<file path="src/rtl/fifo_pkg.sv">
// fifo_pkg: shared constants and width helpers for the fifo_flex block.
// Holds the default parameter values and the functions that size the level
// counter and the storage pointers. Contains no per-instance state.
package fifo_pkg;

  localparam int DEF_DATA_WIDTH        = 8;
  localparam int DEF_DEPTH             = 8;
  localparam int DEF_ALMOSTFULL_DEPTH  = 3;
  localparam int DEF_ALMOSTEMPTY_DEPTH = 3;
  localparam int DEF_SHOW_AHEAD        = 0;

  // Level must represent 0..DEPTH inclusive, hence one bit more than the pointer.
  function automatic int level_width(input int depth);
    return $clog2(depth) + 1;
  endfunction

  // Pointer width; DEPTH is a power of two >= 2, so pointers wrap naturally.
  function automatic int ptr_width(input int depth);
    return (depth > 1) ? $clog2(depth) : 1;
  endfunction

endpackage

</file>
<file path="src/rtl/fifo_flex_if.sv">
// fifo_flex_if: push/pop handshake and status bundle for fifo_flex.
//   write, write_data : push request and word
//   read, read_data   : pop request and popped/head word
//   empty, full, almost_empty, almost_full, level : occupancy status
//   overflow, underflow : sticky error flags
// master = the user of the FIFO, slave = the FIFO itself.
interface fifo_flex_if #(
  parameter int DATA_WIDTH = fifo_pkg::DEF_DATA_WIDTH,
  parameter int DEPTH      = fifo_pkg::DEF_DEPTH
);
  import fifo_pkg::*;

  logic                          write;
  logic [DATA_WIDTH-1:0]         write_data;
  logic                          read;
  logic [DATA_WIDTH-1:0]         read_data;
  logic                          empty;
  logic                          full;
  logic                          almost_empty;
  logic                          almost_full;
  logic [level_width(DEPTH)-1:0] level;
  logic                          overflow;
  logic                          underflow;

  modport master (
    output write, write_data, read,
    input  read_data, empty, full, almost_empty, almost_full, level, overflow, underflow
  );

  modport slave (
    input  write, write_data, read,
    output read_data, empty, full, almost_empty, almost_full, level, overflow, underflow
  );

endinterface

</file>
<file path="src/rtl/fifo_ram.sv">
// fifo_ram: simple dual-port storage for fifo_flex.
// Synchronous write, asynchronous read, no reset on the array.
//   clk   : write clock
//   we    : write enable, waddr/wdata : write port
//   raddr : read address, rdata : combinational read word
module fifo_ram
  import fifo_pkg::*;
#(
  parameter int DATA_WIDTH = DEF_DATA_WIDTH,
  parameter int DEPTH      = DEF_DEPTH,
  parameter int ADDR_WIDTH = ptr_width(DEPTH)
) (
  input  logic                  clk,
  input  logic                  we,
  input  logic [ADDR_WIDTH-1:0] waddr,
  input  logic [DATA_WIDTH-1:0] wdata,
  input  logic [ADDR_WIDTH-1:0] raddr,
  output logic [DATA_WIDTH-1:0] rdata
);

  logic [DATA_WIDTH-1:0] mem_r [DEPTH];

  // Storage write port.
  always_ff @(posedge clk) begin
    if (we) begin
      mem_r[waddr] <= wdata;
    end
  end

  assign rdata = mem_r[raddr];

endmodule

</file>
<file path="src/rtl/fifo_flex.sv">
// fifo_flex: single-clock parameterised FIFO with registered status flags.
//   clk   : rising-edge clock
//   reset : asynchronous active-low reset
//   clear : synchronous flush, overrides write/read in the same cycle
//   bus   : fifo_flex_if slave (push/pop handshake, data, status, errors)
// SHOW_AHEAD=0 registers the popped word; SHOW_AHEAD=1 exposes the head word.
module fifo_flex
  import fifo_pkg::*;
#(
  parameter int DATA_WIDTH        = DEF_DATA_WIDTH,
  parameter int DEPTH             = DEF_DEPTH,
  parameter int ALMOSTFULL_DEPTH  = DEF_ALMOSTFULL_DEPTH,
  parameter int ALMOSTEMPTY_DEPTH = DEF_ALMOSTEMPTY_DEPTH,
  parameter int SHOW_AHEAD        = DEF_SHOW_AHEAD
) (
  input logic        clk,
  input logic        reset,
  input logic        clear,
  fifo_flex_if.slave bus
);

  localparam int PW = ptr_width(DEPTH);
  localparam int LW = level_width(DEPTH);

  localparam logic [LW-1:0] ZERO_LEVEL = LW'(1'b0);
  localparam logic [LW-1:0] FULL_LEVEL = LW'(DEPTH);
  localparam logic [LW-1:0] AF_LEVEL   = LW'(DEPTH - ALMOSTFULL_DEPTH);
  localparam logic [LW-1:0] AE_LEVEL   = LW'(ALMOSTEMPTY_DEPTH);

  logic [PW-1:0]         wr_ptr_r;
  logic [PW-1:0]         rd_ptr_r;
  logic [LW-1:0]         level_r;
  logic [LW-1:0]         level_nxt_s;
  logic                  empty_r;
  logic                  full_r;
  logic                  almost_empty_r;
  logic                  almost_full_r;
  logic                  overflow_r;
  logic                  underflow_r;
  logic                  rd_ok_s;
  logic                  wr_ok_s;
  logic [DATA_WIDTH-1:0] ram_rdata_s;

  // A read on empty is dropped even if a write arrives with it; a write on
  // full is accepted only when a read frees the slot in the same cycle.
  assign rd_ok_s = bus.read && !empty_r;
  assign wr_ok_s = bus.write && (!full_r || rd_ok_s);

  // Next occupancy; clear wins over any transfer.
  always_comb begin
    level_nxt_s = level_r;
    if (clear) begin
      level_nxt_s = ZERO_LEVEL;
    end else begin
      case ({wr_ok_s, rd_ok_s})
        2'b10:   level_nxt_s = level_r + LW'(1'b1);
        2'b01:   level_nxt_s = level_r - LW'(1'b1);
        default: level_nxt_s = level_r;
      endcase
    end
  end

  // Pointers, occupancy, status flags and sticky error flags.
  always_ff @(posedge clk or negedge reset) begin
    if (!reset) begin
      wr_ptr_r       <= {PW{1'b0}};
      rd_ptr_r       <= {PW{1'b0}};
      level_r        <= ZERO_LEVEL;
      empty_r        <= 1'b1;
      full_r         <= 1'b0;
      almost_empty_r <= 1'b1;
      almost_full_r  <= 1'b0;
      overflow_r     <= 1'b0;
      underflow_r    <= 1'b0;
    end else begin
      // Flags derive from the next level so they land on the same edge.
      level_r        <= level_nxt_s;
      empty_r        <= (level_nxt_s == ZERO_LEVEL);
      full_r         <= (level_nxt_s == FULL_LEVEL);
      almost_empty_r <= (level_nxt_s <= AE_LEVEL);
      almost_full_r  <= (level_nxt_s >= AF_LEVEL);
      if (clear) begin
        wr_ptr_r    <= {PW{1'b0}};
        rd_ptr_r    <= {PW{1'b0}};
        overflow_r  <= 1'b0;
        underflow_r <= 1'b0;
      end else begin
        if (wr_ok_s) begin
          wr_ptr_r <= wr_ptr_r + PW'(1'b1);
        end
        if (rd_ok_s) begin
          rd_ptr_r <= rd_ptr_r + PW'(1'b1);
        end
        if (bus.write && !wr_ok_s) begin
          overflow_r <= 1'b1;
        end
        if (bus.read && !rd_ok_s) begin
          underflow_r <= 1'b1;
        end
      end
    end
  end

  fifo_ram #(
    .DATA_WIDTH (DATA_WIDTH),
    .DEPTH      (DEPTH),
    .ADDR_WIDTH (PW)
  ) u_ram (
    .clk   (clk),
    .we    (wr_ok_s && !clear),
    .waddr (wr_ptr_r),
    .wdata (bus.write_data),
    .raddr (rd_ptr_r),
    .rdata (ram_rdata_s)
  );

  if (SHOW_AHEAD == 0) begin : g_registered
    logic [DATA_WIDTH-1:0] rd_data_r;

    // Popped word register: loads the head on an accepted read, else holds.
    always_ff @(posedge clk or negedge reset) begin
      if (!reset) begin
        rd_data_r <= {DATA_WIDTH{1'b0}};
      end else if (clear) begin
        rd_data_r <= {DATA_WIDTH{1'b0}};
      end else if (rd_ok_s) begin
        rd_data_r <= ram_rdata_s;
      end
    end

    assign bus.read_data = rd_data_r;
  end else begin : g_show_ahead
    // Head word is visible directly; meaningless while empty.
    assign bus.read_data = ram_rdata_s;
  end

  assign bus.level        = level_r;
  assign bus.empty        = empty_r;
  assign bus.full         = full_r;
  assign bus.almost_empty = almost_empty_r;
  assign bus.almost_full  = almost_full_r;
  assign bus.overflow     = overflow_r;
  assign bus.underflow    = underflow_r;

endmodule

</file>
<file path="src/flat_wrapper.sv">
// flat-port wrapper written by rule: the top's interface ports become plain ports
module fifo_flex_flat import fifo_pkg::*;
#(
  parameter int DATA_WIDTH        = DEF_DATA_WIDTH,
  parameter int DEPTH             = DEF_DEPTH,
  parameter int ALMOSTFULL_DEPTH  = DEF_ALMOSTFULL_DEPTH,
  parameter int ALMOSTEMPTY_DEPTH = DEF_ALMOSTEMPTY_DEPTH,
  parameter int SHOW_AHEAD        = DEF_SHOW_AHEAD
)
  (clk, reset, clear, bus_write, bus_write_data, bus_read, bus_read_data, bus_empty, bus_full, bus_almost_empty, bus_almost_full, bus_level, bus_overflow, bus_underflow);
  fifo_flex_if #(.DATA_WIDTH(DATA_WIDTH), .DEPTH(DEPTH)) bus_i ();
  input logic clk;
  input logic reset;
  input logic clear;
  input wire logic [$bits(bus_i.write)-1:0] bus_write;
  input wire logic [$bits(bus_i.write_data)-1:0] bus_write_data;
  input wire logic [$bits(bus_i.read)-1:0] bus_read;
  output wire logic [$bits(bus_i.read_data)-1:0] bus_read_data;
  output wire logic [$bits(bus_i.empty)-1:0] bus_empty;
  output wire logic [$bits(bus_i.full)-1:0] bus_full;
  output wire logic [$bits(bus_i.almost_empty)-1:0] bus_almost_empty;
  output wire logic [$bits(bus_i.almost_full)-1:0] bus_almost_full;
  output wire logic [$bits(bus_i.level)-1:0] bus_level;
  output wire logic [$bits(bus_i.overflow)-1:0] bus_overflow;
  output wire logic [$bits(bus_i.underflow)-1:0] bus_underflow;
  assign bus_i.write = bus_write;
  assign bus_i.write_data = bus_write_data;
  assign bus_i.read = bus_read;
  assign bus_read_data = bus_i.read_data;
  assign bus_empty = bus_i.empty;
  assign bus_full = bus_i.full;
  assign bus_almost_empty = bus_i.almost_empty;
  assign bus_almost_full = bus_i.almost_full;
  assign bus_level = bus_i.level;
  assign bus_overflow = bus_i.overflow;
  assign bus_underflow = bus_i.underflow;
  fifo_flex #(.DATA_WIDTH(DATA_WIDTH), .DEPTH(DEPTH), .ALMOSTFULL_DEPTH(ALMOSTFULL_DEPTH), .ALMOSTEMPTY_DEPTH(ALMOSTEMPTY_DEPTH), .SHOW_AHEAD(SHOW_AHEAD)) u_core (.clk(clk), .reset(reset), .clear(clear), .bus(bus_i));
endmodule
</file>
<file path="config.mk">
export PLATFORM = sky130hd
export DESIGN_NAME = fifo_flex_flat
export DESIGN_NICKNAME = d
export VERILOG_FILES = /design/src/rtl/fifo_pkg.sv /design/src/rtl/fifo_flex_if.sv /design/src/rtl/fifo_ram.sv /design/src/rtl/fifo_flex.sv /design/src/flat_wrapper.sv
export SDC_FILE = /design/constraint.sdc
export NUM_CORES = 1
export LEC_CHECK = 0
export BUFFER_PORTS_ARGS = -buffer_cell sky130_fd_sc_hd__clkbuf_2
export CORE_ASPECT_RATIO = 2
export CORE_MARGIN = 8
export CORE_UTILIZATION = 40
export CTS_BUF_LIST = sky130_fd_sc_hd__clkbuf_4 sky130_fd_sc_hd__clkbuf_8 sky130_fd_sc_hd__clkbuf_16
export DETAILED_ROUTE_END_ITERATION = 7
export GPL_ROUTABILITY_DRIVEN = 1
export PLACE_DENSITY = 0.63
export SLEW_MARGIN = 15
export SYNTH_ARGS = -nofsm -noshare
export SYNTH_HDL_FRONTEND = slang
export SYNTH_HIERARCHICAL = 1
export SYNTH_SLANG_ARGS = --single-unit
</file>
<file path="constraint.sdc">
create_clock -name clk -period 3.5 [get_ports clk]
set_input_delay 0.7 -clock clk [delete_from_list [all_inputs] [get_ports clk]]
set_output_delay 0.7 -clock clk [all_outputs]
set_load 0.02 [all_outputs]
</file>
; ---- Yosys cells after proc, flatten, opt, wreduce, memory -nomap -nowiden
; Memories as Yosys holds them, arrays and structs flattened.
; Index checks and enable logic that the tools add are counted.
[totals]
memories = 1
ram_bits = 64
reg_bits = 24
input_bits = 13
elab_cells = 50
[memory_table]
columns = name, depth, word_bits, read_ports, rd_ports_with_merged_regs, wr, line
row1 = u_core.u_ram.mem_r, 8, 8, 1, 0, 1, fifo_ram.sv:21  ; logic [DATA_WIDTH-1:0] mem_r [DEPTH];
[op_classes]
eq_ne = 3
n_lt_le_gt_ge = 2
n_addsub = 4
mux = 14
reduce_logical = 16
[ops]
columns = op, n
row1 = 2-to-1 mux 8 bit, 2
row2 = 2-to-1 mux 3 bit, 4
row3 = case mux 4 bit (2 select lines), 1
row4 = nonzero test 2 bit, 4
row5 = adder 3 x 1 -> 3 bit (second input constant), 2
row6 = 2-to-1 mux 1 bit, 6
row7 = logical AND 1 bit, 5
row8 = logical NOT 1 bit, 5
row9 = adder 4 x 1 -> 4 bit (second input constant), 1
row10 = == test 4 bit (second input constant), 1
row11 = greater-or-equal comparator 4 x 3 -> 1 bit (second input constant), 1
row12 = <= comparator 4 x 2 -> 1 bit (second input constant), 1
row13 = logical NOT 4 bit, 1
row14 = 2-to-1 mux 4 bit, 1
row15 = subtractor 4 x 1 -> 4 bit (second input constant), 1
row16 = == test 2 x 1 -> 1 bit (second input constant), 1
row17 = == test 2 bit (second input constant), 1
row18 = logical OR 1 bit, 1

; ---- Logic depth before layout (Yosys ltp)
; Gate-level depths: netlist of run 1.
[logic_depth]
depth_word = 8
ltp_mapped = 12
ltp_nobuf = 11

; ---- By module
; Netlist of run 1, hierarchy kept.
[by_module_without_submodules]
columns = module, cells_per_inst, n_inst, area_per_inst_um2, seq_area_each_um2
row1 = fifo_ram, 106, 1, 2531.2, 1921.8
row2 = fifo_flex, 113, 1, 1107.3, 603.1

; ---- Worst setup path before layout of run 1
; Ideal clock, no wire load.
[synth_timing]
kind = input port to flip-flop
startpoint = input port bus_read
endpoint = register u_core.empty_r (netlist: u_core/bus.empty)
setup_time_ns = 0.077
required_ns = 3.423
stages = 12
arrival_time_ns = 2.620
slack_ns = 0.803
cell_sequence = nand2b_1 inv_2 clkbuf_1 ha_1 buf_2 xor2_1 ha_1 a21oi_1 mux2i_1 xnor2_1 nor2_1 a21o_1
[synth_between]
elab_chain_cells = 7
[synth_rtl]
columns = item, line
row1 = "start, declared", flat_wrapper.sv:17  ; input wire logic [$bits(bus_i.read)-1:0] bus_read;
row2 = logical AND 1 bit (*), fifo_flex.sv:46  ; assign rd_ok_s = bus.read && !empty_r;
row3 = logical OR 1 bit, fifo_flex.sv:47  ; assign wr_ok_s = bus.write && (!full_r || rd_ok_s);
row4 = logical AND 1 bit, fifo_flex.sv:47
row5 = == test 2 x 1 -> 1 bit / == test 2 bit (equally long branches), fifo_flex.sv:55  ; case ({wr_ok_s, rd_ok_s})
row6 = case mux 4 bit (2 select lines) (*), fifo_flex.sv:55
row7 = 2-to-1 mux 4 bit (*), fifo_flex.sv:52  ; if (clear) begin
row8 = logical NOT 4 bit (*), fifo_flex.sv:78  ; empty_r <= (level_nxt_s == ZERO_LEVEL);
row9 = "end signal, assigned", fifo_flex.sv:78
row10 = "end, declared", fifo_flex.sv:34  ; logic empty_r;
; Mark *: on every way between the ends. The rest lies on a longest branch, timed or not.
; A chain may end at the register's enable or synchronous reset.

; ---- Worst setup path after layout of run 1
[layout_timing]
startpoint = register u_core.empty_r (netlist: u_core/bus.empty)
endpoint = register u_core.empty_r (netlist: u_core/bus.empty)
[layout_between]
elab_chain_cells = 8
[layout_rtl]
columns = item, line
row1 = logical NOT 1 bit (*), fifo_flex.sv:46
row2 = logical AND 1 bit (*), fifo_flex.sv:46
row3 = logical OR 1 bit, fifo_flex.sv:47
row4 = logical AND 1 bit, fifo_flex.sv:47
row5 = == test 2 x 1 -> 1 bit / == test 2 bit (equally long branches), fifo_flex.sv:55
row6 = case mux 4 bit (2 select lines) (*), fifo_flex.sv:55
row7 = 2-to-1 mux 4 bit (*), fifo_flex.sv:52
row8 = logical NOT 4 bit (*), fifo_flex.sv:78
; Marked as above.

==> reports/metrics.sh, run 1 <==
OUTCOME='complete, no violations'
FLOORPLAN.INITIALDENSITY=0.406
POSTSYNTH.ASYNCRESETSHARE=0.273
WORST_SETUP_PATH_END_KIND='flop'
WORSTPATHBUFFERINVERTERCOUNT=0
SYNTH_EDF_COUNT=64
FINAL_ANTENNA_NET_COUNT=0
TIMING.CRITICAL_PATH.FROM_TYPE='flop'
PLACEABLECOREAREA_SQ_UM=8950
CP_SLOWEST_CELL='dfstp_2'
DETAIL_ROUTE.WIRELENGTH_MM=6.80
MAX_FREQ_MHz=338
FIRST_ITERATION_DETAILED_ROUTING_DRC_COUNT=104
POWER.STATIC_LEAKAGE_nW=1.58
TOTALNEGATIVESETUPSLACK_NS=0
SYN-CELL-AREA_SQ_UM=3640
DRV_CAP=0
POWER_DENSITY_OF_THE_PLACED_CELLS_nW_PER_UM2=615
ANTENNA_CELLS_INSERTED=0
FP.DIEH_MICRONS=151
FINALCRITPERIODSHARE=0.844
SYNTH.YOSYS.SEQ_AREA_SHARE=0.694
SYNTH.NET_COUNT=237
GRT_FIRST_PASS_WIRELENGTH_MM=10.6
VIAS_IN_THE_FIRST_GLOBAL_ROUTE=1988
TIMING.FINAL.MAX_SLEW_VIOLATIONS=0
ROUTED_WIRE_LENGTH_PER_INSTANCE_MICRONS=18.7
WORSTPATHCELLLIST='nand2b_1, nand2_1, nand2_1, ha_1, xor2_1, ha_1, a21oi_1, mux2i_1, xnor2_1, nor2_1, a21o_1'
POST_CTS_HOLD_BUFFER_COUNT=0
WORST-ENDPOINT-ARRIVAL_NS=3.23
DRC_VIOLATIONS=0
ROWS=49
DIE_W_MICRONS=83.4
WORST_SKEW_PAIR.LATE_LATENCY_NS=0.34
YOSYSWARNINGS=6
POST_ROUTE_CELLS_DRIVE_ABOVE_1_SHARE=0.257
ANTENNA_FOUND_INITIAL=0
CTSHTREEMAXLEVEL=3
GLOBALROUTETOTALUTIL=0.112
MAX_SLEW_MARGIN=0.371
CLOCK-SKEW-FINAL_NS=0.00659
NNETSFINAL=274
TRITONCTS_BUFFERS=9
NETLIST-CELL-TYPE-COUNT=31
CTSLONGESTPATHBUFFERS=2
IRDROPWORSTVDD_mV=0.278
FINALSETUPVIOLCOUNT=0
POST-LAYOUT-TOTAL-POWER_mW=2.59
DP_WORST_SETUP_SLACK_NS=0.297
CLK_PIN_SLEW_NS=0.06
GR-TOTAL-OVERFLOW=0
HOLD_PATH_CLASS='input pin to asynchronous set/reset pin'
WORST_PIN_SLEW_NS=0.944
DETAILEDPLACEMENTHPWL_MM=4.76
SYN_AVG_CELL_AREA_SQ_UM=16.6
WORST-SETUP-PATH-TYPE='flop to flop'
PORT_BUFFERS=30
FINALHOLDVIOLATIONS=0
CTS-ROOT-BUF='clkbuf_16'
WORSTPATHMAXFANOUT=12
VIA_COUNT_NORMALIZED_BY_INSTANCE_COUNT=5.29
DR_TOTAL_VIAS=1921
GLOBALPLACE.CONGESTION=0.745
RSZ0062_AT_GRT='false'
DIEAREA_SQ_UM=12600
POSTCTSSETUPREPAIRBUFS=0
DRTPASS1ITERATIONS=4
NUMBER_OF_SYNTHESIZED_REGISTER_BITS=88
CRITICAL_PATH_DATA_REQUIRED_TIME_NS=3.77
FINALCRITICALPERIOD_NS=2.96
POSTSYNTHCELLCOUNT=219
SYNTHFLOPTYPE='edfxtp_1'
PATH_DELAY_FAMILY='simple AND/OR/NAND/NOR gates'
PIN_COUNT_OF_THE_BIGGEST_NET_ENTERING_GLOBAL_ROUTING=26
CTS_TREE='yes'
IO-PIN-COUNT=31
NUMBER_OF_CLOCK_SINKS=88
WORST_CASE_SETUP_MARGIN_IN_THE_FINAL_LAYOUT_NS=0.544
CRIT_PATH_MAX_INCR_DELAY_NS=0.53
POSTCTSRESIZEDCELLS=0
AREA_GROWTH_PCT=15.5
==> layout by cell type, fill, tap and decap left out, types with 2 or more instances in the layout <==
| cell type | synthesis | final |
|---|---|---|
| clkinv_4 | 0 | 2 |
| nor3_1 | 2 | 2 |
| mux2i_1 | 2 | 2 |
| clkbuf_2 | 0 | 30 |
| a21o_1 | 2 | 2 |
| xnor2_1 | 3 | 3 |
| mux4_1 | 15 | 15 |
| nand2_1 | 25 | 25 |
| nand2b_1 | 4 | 4 |
| nand3_1 | 2 | 2 |
| ha_1 | 5 | 5 |
| dfstp_2 | 2 | 2 |
| dfrtp_1 | 22 | 22 |
| clkbuf_16 | 0 | 9 |
| a21oi_1 | 15 | 15 |
| mux2_2 | 8 | 8 |
| buf_4 | 0 | 8 |
| xor2_1 | 6 | 6 |
| edfxtp_1 | 64 | 64 |
| nor2_1 | 20 | 20 |
==> worst paths after layout <==
| check | startpoint | to | slack, ns | cells after the start |
|---|---|---|---|---|
| hold reg to reg | u_core/bus.underflow | u_core/bus.underflow | 0.49 | 2 |
| hold / removal | reset | u_core/bus.level[1] | 0.35 | 1 |
| setup / recovery | u_core/bus.empty | u_core/bus.empty | 0.54 | 11 |
| min in group clk | u_core/bus.underflow | u_core/bus.underflow | 0.49 | 2 |
| max in group asynchronous | reset | u_core/bus.read_data[3] | 2.73 | 1 |
| setup reg to reg | u_core/bus.empty | u_core/bus.empty | 0.54 | 11 |
==> per-layer routing <==
metal,GRT usage,up-vias,share of wire
met5,0,-,0
met4,0.0757,0,0.027
met3,0.0269,11,0.034
met2,0.210,41,0.57
met1,0.104,961,0.37
li1,-,908,-
==> cells by family after synthesis <==
group / Yosys count / share of synthesized area
adder cells (fa/ha/maj): 5 / 0.0172
flip-flops: 88 / 0.694
multiplexers: 26 / 0.145
AO/OA/AOI/OAI: 21 / 0.0334
XOR/XNOR: 9 / 0.0217
buffers and inverters: 13 / 0.0210
AND/OR/NAND/NOR: 57 / 0.0681
==> cells in the mapped netlist (all sizes together), types with 2 or more instances <==
cell type   n  share of area
mux4       16           0.11
mux2i       2         0.0055
nand3       2         0.0028
dfstp       2          0.014
nand2      25          0.026
buf         6          0.014
nor3        2         0.0028
nand2b      4         0.0069
edfxtp     64           0.53
xor2        6          0.014
a21o        2         0.0041
a21oi      16          0.023
xnor2       3         0.0072
nor2       20          0.021
ha          5          0.017
mux2        8          0.025
clkbuf      6         0.0062
dfrtp      22           0.15
==> state kept, by name, summed over array words and instances, names as in the netlist <==
register and cells:
u_core/bus.empty 1, u_core/bus.almost_full 1, u_core/u_ram/mem_r 64, u_core/rd_ptr_r 3, u_core/bus.underflow 1, u_core/bus.read_data 8, u_core/bus.overflow 1, u_core/bus.level 4
u_core/bus.full 1, u_core/bus.almost_empty 1, u_core/wr_ptr_r 3
==> report_power, final <==
group / switching (mW) / total [mW] / internal, mW / leakage, nW
Clock: 0.390 / 0.953 / 0.563 / 0.144
Combinational: 0.213 / 0.381 / 0.168 / 0.541
Sequential: 0.0698 / 1.25 / 1.18 / 0.899
Total: 0.673 / 2.59 / 1.91 / 1.58
==> area by class of cell <==
cell class	instances	area, sq um
Multi-Input combinational cell	118	1040
Timing Repair Buffer	38	210
Inverter	1	3.75
Fill cell	782	4750
Clock inverter	6	67.6
Clock buffer	10	233
Sequential cell	88	2520
Tap cell	102	128
==> per-stage QoR <==
stage                util  instances  area, sq um  hold slack (ns)
floorplan               -        219         3640            0.404
global placement    0.436        347         3900            0.480
detailed placement  0.436        347         3900            0.488
CTS                 0.470        363         4200            0.380
global route        0.470        363         4200            0.401
finish              0.470        363         4200            0.354
Note: power is estimated with default switching activity, not from simulation.
==> inputs of run 2 (changes only) <==
--- a/config.mk
+++ b/config.mk
@@ -12,7 +12,7 @@
 export CTS_BUF_LIST = sky130_fd_sc_hd__clkbuf_4 sky130_fd_sc_hd__clkbuf_8 sky130_fd_sc_hd__clkbuf_16
 export DETAILED_ROUTE_END_ITERATION = 7
 export GPL_ROUTABILITY_DRIVEN = 1
-export PLACE_DENSITY = 0.63
+export PLACE_DENSITY = 0.65
 export SLEW_MARGIN = 15
 export SYNTH_ARGS = -nofsm -noshare
 export SYNTH_HDL_FRONTEND = slang
==> constraint.sdc (replaced) <==
create_clock -name clk -period 2.54 [get_ports clk]
set_input_delay 0.508 -clock clk [delete_from_list [all_inputs] [get_ports clk]]
set_output_delay 0.508 -clock clk [all_outputs]
set_load 0.02 [all_outputs]
==> reports/metrics.sh, run 2 (synthesis results as in run 1) <==
CRIT_PATH_END='u_core/bus.empty'  # unchanged
CRITICAL_PATH_DATA_REQUIRED_TIME_NS=2.80  # was 3.77 ns
POSTCTSSETUPREPAIRBUFS=0  # unchanged
DETAILEDPLACEMENTHPWL_MM=4.75  # was 4.76 mm
ANTENNA_CELLS_INSERTED=0  # unchanged
WORSTPATHMAXFANOUT=7  # was 12
WORST_SKEW_PAIR.LATE_LATENCY_NS=0.33  # was 0.34 ns
DPL.CELL_COUNT=354  # was 347
FINALCRITICALPERIOD_NS=2.34  # was 2.96 ns
ROUTED-WL-MET2_MM=3.89  # was 3.91 mm
CLOCK-SKEW-FINAL_NS=0.00707  # was 0.00659 ns
FIRST_ITERATION_DETAILED_ROUTING_DRC_COUNT=86  # was 104
VIAS_IN_THE_FIRST_GLOBAL_ROUTE=2104  # was 1,988
CRITPATHLAUNCH='u_core/bus.empty'  # unchanged
CTSLONGESTPATHBUFFERS=2  # unchanged
DRC_VIOLATIONS=0  # unchanged
WORSTREG2REGEND='u_core/bus.empty'  # unchanged
PORT_BUFFERS=30  # unchanged
CP_SLOWEST_CELL='dfstp_2'  # unchanged
ROWS=49  # unchanged
FINAL_ANTENNA_NET_COUNT=0  # unchanged
CTS_TREE='yes'  # unchanged
MOSTFREQUENTLAYOUTCELL='edfxtp_1'  # unchanged
GLOBALPLACE.CONGESTION=0.737  # was 0.745
PLACEABLECOREAREA_SQ_UM=8950  # unchanged
DIE_W_MICRONS=83.4  # unchanged
FINALHOLDVIOLATIONS=0  # unchanged
WORST-SETUP-PATH-TYPE='flop to flop'  # unchanged
DP_WORST_SETUP_SLACK_NS=0.0482  # was 0.297 ns
MAX_SLEW_MARGIN=0.505  # was 0.371
FINALSETUPVIOLCOUNT=0  # unchanged
FP.DIEH_MICRONS=151  # unchanged
FINAL-INSTANCE-COUNT-EXCL-FILL=370  # was 363
CRIT_PATH_MAX_INCR_DELAY_NS=0.54  # was 0.53 ns
GR-TOTAL-OVERFLOW=0  # unchanged
PIN_COUNT_OF_THE_BIGGEST_NET_ENTERING_GLOBAL_ROUTING=25  # was 26
TIMING.CRITICAL_PATH.FROM_TYPE='flop'  # unchanged
TRITONCTS_BUFFERS=9  # unchanged
RRSETUPSLACK_NS=0.20  # was 0.54 ns
DETAIL_ROUTE.WIRELENGTH_MM=6.67  # was 6.80 mm
IRDROPWORSTVDD_mV=0.350  # was 0.278 mV
DPL-INSTANCE-AREA_SQ_UM=3970  # was 3900 sq um
MAX_FREQ_MHz=428  # was 338 MHz
TOPROUTINGLAYERUSED='met4'  # unchanged
CTSHTREEMAXLEVEL=3  # unchanged
ROUTED_WIRE_LENGTH_PER_INSTANCE_MICRONS=18.0  # was 18.7 microns
LAYOUT_COMMON_CELLS='edfxtp_1, clkbuf_2, nand2_1'  # unchanged
POST_CTS_HOLD_BUFFER_COUNT=0  # unchanged
WORST-ENDPOINT-ARRIVAL_NS=2.60  # was 3.23 ns
NNETSFINAL=281  # was 274
CTS-ROOT-BUF='clkbuf_16'  # unchanged
NUMBER_OF_CLOCK_SINKS=88  # unchanged
GLOBALROUTETOTALUTIL=0.112  # about the same
OUTCOME='complete, no violations'  # unchanged
CLK_PIN_SLEW_NS=0.06  # about the same
IO-PIN-COUNT=31  # unchanged
POSTCTSRESIZEDCELLS=0  # unchanged
AREA_GROWTH_PCT=17.3  # was 15.5%
FLOORPLAN.INITIALDENSITY=0.406  # unchanged
TIMING.RR.START='u_core/bus.empty'  # unchanged
WORST_PIN_SLEW_NS=0.743  # was 0.944 ns
DR_TOTAL_VIAS=1937  # was 1,921
DIEAREA_SQ_UM=12600  # unchanged
GRT_FIRST_PASS_WIRELENGTH_MM=10.8  # was 10.6 mm
WORSTPATHCELLLIST='nand2b_4, nand2_1, nand2_1, ha_1, xor2_1, ha_1, a21oi_2, mux2i_1, xnor2_1, nor2_1, a21o_1'  # was nand2b_1, nand2_1, nand2_1, ha_1, xor2_1, ha_1, a21oi_1, mux2i_1, xnor2_1, nor2_1, a21o_1
FLIP_FLOP_COUNT_OF_THE_LARGEST_REGISTER_ALL_COPIES_AND_WORDS_ADDED=64  # unchanged
WORST_SETUP_PATH_END_KIND='flop'  # unchanged
DRT-MET1-WL_MM=2.35  # was 2.48 mm
POWER.STATIC_LEAKAGE_nW=1.63  # was 1.58 nW
TOTALNEGATIVESETUPSLACK_NS=0  # unchanged
LAYOUT.CELL_AREA.NON_FILLER_SQ_UM=4270  # was 4200 sq um
ANTENNA_FOUND_INITIAL=0  # unchanged
HOLD_PATH_CLASS='input pin to asynchronous set/reset pin'  # unchanged
RSZ0062_AT_GRT='false'  # unchanged
TIMING.FINAL.MAX_SLEW_VIOLATIONS=0  # unchanged
POST_ROUTE_CELLS_DRIVE_ABOVE_1_SHARE=0.284  # was 0.257
FINALCRITPERIODSHARE=0.920  # was 0.844
POWER_DENSITY_OF_THE_PLACED_CELLS_nW_PER_UM2=835  # was 615 nW/um^2
DRTPASS1ITERATIONS=4  # unchanged
R2R_CELLS=11  # unchanged
LARGEST-REGISTER='u_core/u_ram/mem_r'  # unchanged
ROUTED-WL-MET3_MICRONS=223  # was 228 microns
VIA_COUNT_NORMALIZED_BY_INSTANCE_COUNT=5.24  # was 5.29
WORST_CASE_SETUP_MARGIN_IN_THE_FINAL_LAYOUT_NS=0.203  # was 0.544 ns
DRV_CAP=0  # unchanged
-- run 2: cell types whose count changed in the layout (fill, tap and decap cells not counted) --
cell and change:
a21oi_1 -1, nand2b_1 -1, nand2b_4 +1, a21oi_2 +1, buf_4 +7
-- run 2: power by group --
part	total (mW)	internal [mW]	switching [mW]
Combinational	0.585	0.260	0.325
Clock	1.28	0.776	0.509
Sequential	1.70	1.63	0.0651
-- run 2: layer usage --
metal	up-vias	track usage
li1	917	-
met1	967	0.0994
met2	38	0.218
met3	15	0.0307
met4	0	0.0652
met5	-	0
-- run 2: worst max-delay path: cells and delay by family, from the launching register on --
family | cells | cell delay [ns]
AOI/OAI and AO/OA | 2 | 0.29
xor gates and xnor gates | 2 | 0.30
adders and majority gates | 2 | 0.38
DFF | 1 | 0.54
muxes | 1 | 0.32
and+or+nand+nor | 4 | 0.44
-- run 2: area by class of cell --
type / count / area, sq um
Multi-Input combinational cell: 118 / 1050
Fill cell: 786 / 4680
Tap cell: 102 / 128
Clock inverter: 6 / 67.6
Timing Repair Buffer: 45 / 263
Sequential cell: 88 / 2520
Clock buffer: 10 / 233
Inverter: 1 / 3.75
-- run 2: worst min path at each step --
stage / slack, ns / end
floorplan: 0.21 / u_core/bus.almost_full
global placement: 0.49 / u_core/bus.underflow
detailed placement: 0.50 / u_core/bus.underflow
CTS: 0.19 / u_core/bus.read_data[1]
global route: 0.23 / u_core/bus.level[0]
finish: 0.18 / u_core/bus.read_data[1]
-- run 2: metrics by stage --
step	utilization	power [mW]	hold WS, ns
after floorplan	-	2.15	0.212
after global placement	0.443	2.31	0.491
after detailed placement	0.443	2.32	0.497
after CTS	0.477	3.61	0.193
after global routing	0.477	3.72	0.229
final	0.477	3.57	0.179
